`src/rtl/fifo_frame_writer.sv`:
```
// Frames an upstream payload stream into a FIFO. Each frame is written as a header,
// then the payload, then an XOR checksum. The checksum is inverted when the frame was cut at MAXLEN.
module fifo_frame_writer #(
  parameter int            FW     = 8,
  parameter logic [FW-1:0] HDR    = 8'hA5,
  parameter int            MAXLEN = 64
) (
  input  logic          w_clk,
  input  logic          rst,
  input  logic          in_valid,
  output logic          in_ready,
  input  logic [FW-1:0] in_data,
  input  logic          in_last,
  input  logic          full,
  output logic          wr,
  output logic [FW-1:0] wdata,
  output logic          busy,
  output logic [15:0]   frame_cnt,
  output logic          len_err
);

  typedef enum logic [1:0] {IDLE, HEAD, DATA, CSUM} state_t;

  state_t        state, state_nxt;
  logic [FW-1:0] csum;
  logic [7:0]    len;
  logic          trunc;
  logic          acc;
  logic          hit_max;
  logic          csum_wr;

  assign acc     = (state == DATA) && in_valid && !full && !rst;
  assign hit_max = (len + 8'd1) == 8'(MAXLEN);
  assign csum_wr = (state == CSUM) && !full && !rst;
  assign busy    = (state != IDLE);

  always_ff @(posedge w_clk) begin
    if (rst) state <= IDLE;
    else     state <= state_nxt;
  end

  always_comb begin
    state_nxt = state;
    case (state)
      IDLE:    if (in_valid) state_nxt = HEAD;
      HEAD:    if (!full) state_nxt = DATA;
      DATA:    if (acc && (in_last || hit_max)) state_nxt = CSUM;
      CSUM:    if (!full) state_nxt = IDLE;
      default: state_nxt = IDLE;
    endcase
  end

  // Reset gates the strobes combinationally, so nothing is written in the reset cycle.
  always_comb begin
    wr       = 1'b0;
    in_ready = 1'b0;
    wdata    = in_data;
    if (!rst) begin
      case (state)
        HEAD: begin
          wr    = !full;
          wdata = HDR;
        end
        DATA: begin
          in_ready = !full;
          wr       = in_valid && !full;
        end
        CSUM: begin
          wr    = !full;
          wdata = trunc ? ~csum : csum;
        end
        default: ;
      endcase
    end
  end

  always_ff @(posedge w_clk) begin
    if (rst) begin
      csum      <= '0;
      len       <= '0;
      trunc     <= 1'b0;
      frame_cnt <= '0;
      len_err   <= 1'b0;
    end else if (acc) begin
      csum <= csum ^ in_data;
      len  <= len + 8'd1;
      // A final word landing exactly on MAXLEN ends the frame normally.
      if (hit_max && !in_last) begin
        trunc   <= 1'b1;
        len_err <= 1'b1;
      end
    end else if (csum_wr) begin
      csum      <= '0;
      len       <= '0;
      trunc     <= 1'b0;
      frame_cnt <= frame_cnt + 16'd1;
    end
  end

endmodule

```
`config.mk`:
```
export PLATFORM = sky130hd
export DESIGN_NAME = fifo_frame_writer
export DESIGN_NICKNAME = d
export VERILOG_FILES = /design/src/rtl/fifo_frame_writer.sv
export SDC_FILE = /design/constraint.sdc
export NUM_CORES = 1
export LEC_CHECK = 0
export CAP_MARGIN = 10
export CORE_UTILIZATION = 40
export CTS_BUF_LIST = sky130_fd_sc_hd__clkbuf_8
export DETAILED_ROUTE_END_ITERATION = 8
export DONT_BUFFER_PORTS = 1
export PLACE_DENSITY = 0.58
export SYNTH_ARGS = -nofsm -noshare
export SYNTH_HDL_FRONTEND = slang
export SYNTH_SLANG_ARGS = --single-unit
```
`constraint.sdc`:
```
create_clock -name w_clk -period 2.1 [get_ports w_clk]
set_input_delay 0.21 -clock w_clk [delete_from_list [all_inputs] [get_ports w_clk]]
set_output_delay 0.21 -clock w_clk [all_outputs]
set_load 0.02 [all_outputs]
```
==> flow_summary.rst <==
.. list-table::
   :header-rows: 1

   * - Metric
     - Value
   * - Outcome
     - finished, final reports clean
   * - Summed instance area of the synthesized netlist
     - 1980 um^2
   * - Period minus WS final
     - 1980 ps
   * - Type of element capturing the critical path
     - output port
   * - Critical-path cell with the highest stage delay
     - sky130_fd_sc_hd__dfxtp_1
   * - Antenna-violating nets left
     - 0
   * - Number of hold violations in the final report
     - 0
   * - Site Rows
     - 25
   * - Global Route Usage Sum
     - 17.2%
   * - Placeable core region
     - 4750 um^2
   * - Crit share post-route
     - 94.3%
   * - Highest clock frequency the design can meet
     - 505 MHz
   * - Worst-case headroom to the max-slew limit
     - 37.7%
   * - Input/output buffers
     - 0
   * - Sequential element share of the synthesized area
     - 36.4%
   * - Final estimated routing congestion in global placement
     - 0.825
   * - Critical path peak fanout
     - 6
   * - Sink Count
     - 36
   * - Chip height
     - 72.3 um
   * - Post-Place Worst Slack
     - 57.0 ps
   * - Critical Path Source Type
     - flop
   * - Number of antenna violations at the first check in global routing
     - 0
   * - Final setup slack of the worst path
     - 119 ps
   * - Commonest non-fill, non-tap cells in the layout
     - 35 x sky130_fd_sc_hd__nor2_1, 35 x sky130_fd_sc_hd__dfxtp_1, 32 x sky130_fd_sc_hd__nand2_1, 19 x sky130_fd_sc_hd__a21oi_1
   * - Horiz. Die Dim
     - 72.3 um
   * - Leakage dissipation
     - 0.790 nW
   * - Final Non-Filler Cells
     - 335
   * - Power, Total
     - 1.75 mW
   * - I/O pin count
     - 41
   * - Final HPWL DP
     - 3060 um
   * - Avg Vias per Cell
     - 5.17
   * - H-tree depth
     - 2
   * - Placed instance count
     - 325
   * - Transition time at the pin with the least slew margin
     - 932 ps
   * - Clock Path Buffers
     - 2
   * - Data required time at the worst endpoint
     - 1890 ps
   * - Critical path class
     - flop to output port
   * - First-pass iteration count of the detailed router
     - 4
   * - Insertion delay of the later-clocked pin in the worst-skew pair
     - 290 ps
   * - Multi-input combinational cell area
     - 1210 um^2
   * - Sequential cell area
     - 722 um^2
   * - Unique masters post-synth
     - 35
   * - Maximum number of pins on one net before global-route repair
     - 25
   * - Avg Synthesized Cell Area
     - 7.85 um^2
   * - Number of nets in the layout
     - 288
   * - Path category of the worst min-delay check
     - input port to flop
   * - CTS tree
     - built
   * - Largest vdd supply drop
     - 0.326 mV
   * - # DRC
     - 0
   * - Initial Util
     - 41.6%
   * - Warning count from the yosys run
     - 0
   * - Setup skew after layout
     - 5.42 ps
   * - Area of the die
     - 5230 um^2
   * - Core occupancy in the finished layout
     - 48.0%
   * - Most repeated library cell on the critical path
     - sky130_fd_sc_hd__nor2_1
   * - Largest incremental delay on the critical path
     - 390 ps
   * - Count of pins over their slew limit
     - 0
   * - Global-route wire length before repair
     - 7000 um
   * - Number of fillers in the final layout
     - 499
   * - Number of diodes added for antenna fixing
     - 0
   * - Critical-path cell list
     - ha_1 > nor2_1 > nor2_1 > nor2_1 > a21oi_1
   * - Gr ovfl total
     - 0
   * - Synthesized net count
     - 273
   * - Number of cells produced by synthesis
     - 252
   * - Total of max-cap violations
     - 0
   * - Routed WL
     - 4340 um
   * - Fraction of layout instances using a drive strength above 1
     - 11.9%
   * - Total CTS buffers
     - 5
   * - Cell chosen for the clock root
     - sky130_fd_sc_hd__clkbuf_8
   * - Final setup violation count
     - 0
   * - Clock slew at reported path FFs
     - 80 ps
   * - Cell area power density
     - 765 nW/um^2
   * - Arrival @ worst endpoint
     - 1770 ps
   * - Number of vias after detailed routing
     - 1732
   * - Routed WL per cell
     - 12.9 um
   * - Number of global-route vias before repair
     - 1549
   * - Layout overhead on the synthesized area
     - 15.4%
   * - Iteration-0 DRC count of the detailed router
     - 66
   * - Register bit count reported by yosys
     - 36
## sequential cells by signal (all words and copies together), names as in the netlist
register and cells:
state 2, trunc 1, frame_cnt 16, len 8
csum 8, len_err 1
## per-stage QoR
step | setup TNS, ps | cell area, um^2 | hold slack (ps)
after floorplan | 0 | 1980 | 414
after global placement | 0 | 2130 | 282
after detailed placement | 0 | 2130 | 283
after CTS | 0 | 2250 | 129
after global routing | -5.83 | 2280 | 138
final | 0 | 2280 | 127
## worst max-delay path: cells and delay by family, from the launching register on
family	cells	cell delay, ps
flops	1	390
fa+ha+maj	1	280
simple gates	3	430
compound gates	1	380
## final timing paths
path / start / end / slack, ps / cells after the start
max: state[1]$_SDFFE_PP0P_ / wdata[2] / 120 / 5
max reg2reg: state[0]$_SDFFE_PP0P_ / trunc$_SDFFE_PP0P_ / 160 / 6
min reg2reg: csum[4]$_SDFFE_PP0P_ / csum[4]$_SDFFE_PP0P_ / 540 / 2
min: in_data[5] / csum[5]$_SDFFE_PP0P_ / 130 / 3
## metal layers
layer	global-route usage, %	vias to the layer above	part of all wire, %
met5	0	-	0
li1	-	899	-
met3	6.11	6	6.6
met2	27.5	42	45
met4	5.45	0	1.2
met1	21.6	785	47
## power by group
| part | internal (mW) | leakage (nW) | switching [mW] | total [mW] |
|---|---|---|---|---|
| combinational | 0.138 | 0.440 | 0.272 | 0.411 |
| clock | 0.348 | 0.0593 | 0.259 | 0.607 |
| sequential | 0.706 | 0.291 | 0.0236 | 0.729 |
## cell usage after synthesis, drive strengths merged
cell,n,area [um^2]
dfxtp,36,721
nor2,35,131
nand2,32,120
a21oi,21,105
o21ai,17,85.1
xnor2,17,149
xor2,12,105
inv,10,37.5
nand3,9,50.1
nor3,9,45.0
ha,8,100
clkbuf,6,22.5
or3,6,37.5
nand4,4,25.0
nor4,4,31.3
and3,3,21.3
nor3b,3,22.5
a311oi,2,17.5
a31oi,2,12.5
buf,2,10.0
nand2b,2,12.5
nand4bb,2,22.5
a32oi,1,8.76
and4,1,8.76
and4bb,1,12.5
mux2i,1,10.0
nor2b,1,6.26
o211a,1,10.0
o311a,1,10.0
o311ai,1,8.76
o41ai,1,8.76
or4b,1,10.0
## logic make-up (layout without fill, tap and decap cells)
kind of cell               count (synthesis)  in the layout  synth area share [%]
buffers and inverters                     18             34                  3.54
DFF                                       36             36                  36.4
muxes                                      1              1                 0.506
adders and majority gates                  8              8                  5.06
and+or+nand+nor                          113            113                  28.1
xor gates and xnor gates                  29             29                  12.8
AOI/OAI and AO/OA                         47             47                  13.5
## final cells by class
type                    instances  share of cell area (%)
well taps                      67                    3.67
flip-flops and latches         36                    31.6
clock buffers                   5                    3.01
repair buffers                 16                    5.37
inverters                      10                    1.64
multi-input cells             198                    53.0
clock inverters                 3                    1.70
## timing repair
action / CTS / global route
hold endpoints to repair: 24 / 0
hold buffers: 1 / 0
buffers inserted: 0 / 1
setup endpoints to repair: 0 / 13
gates resized for setup: 0 / 6
Note: power is estimated with default switching activity, not from simulation.
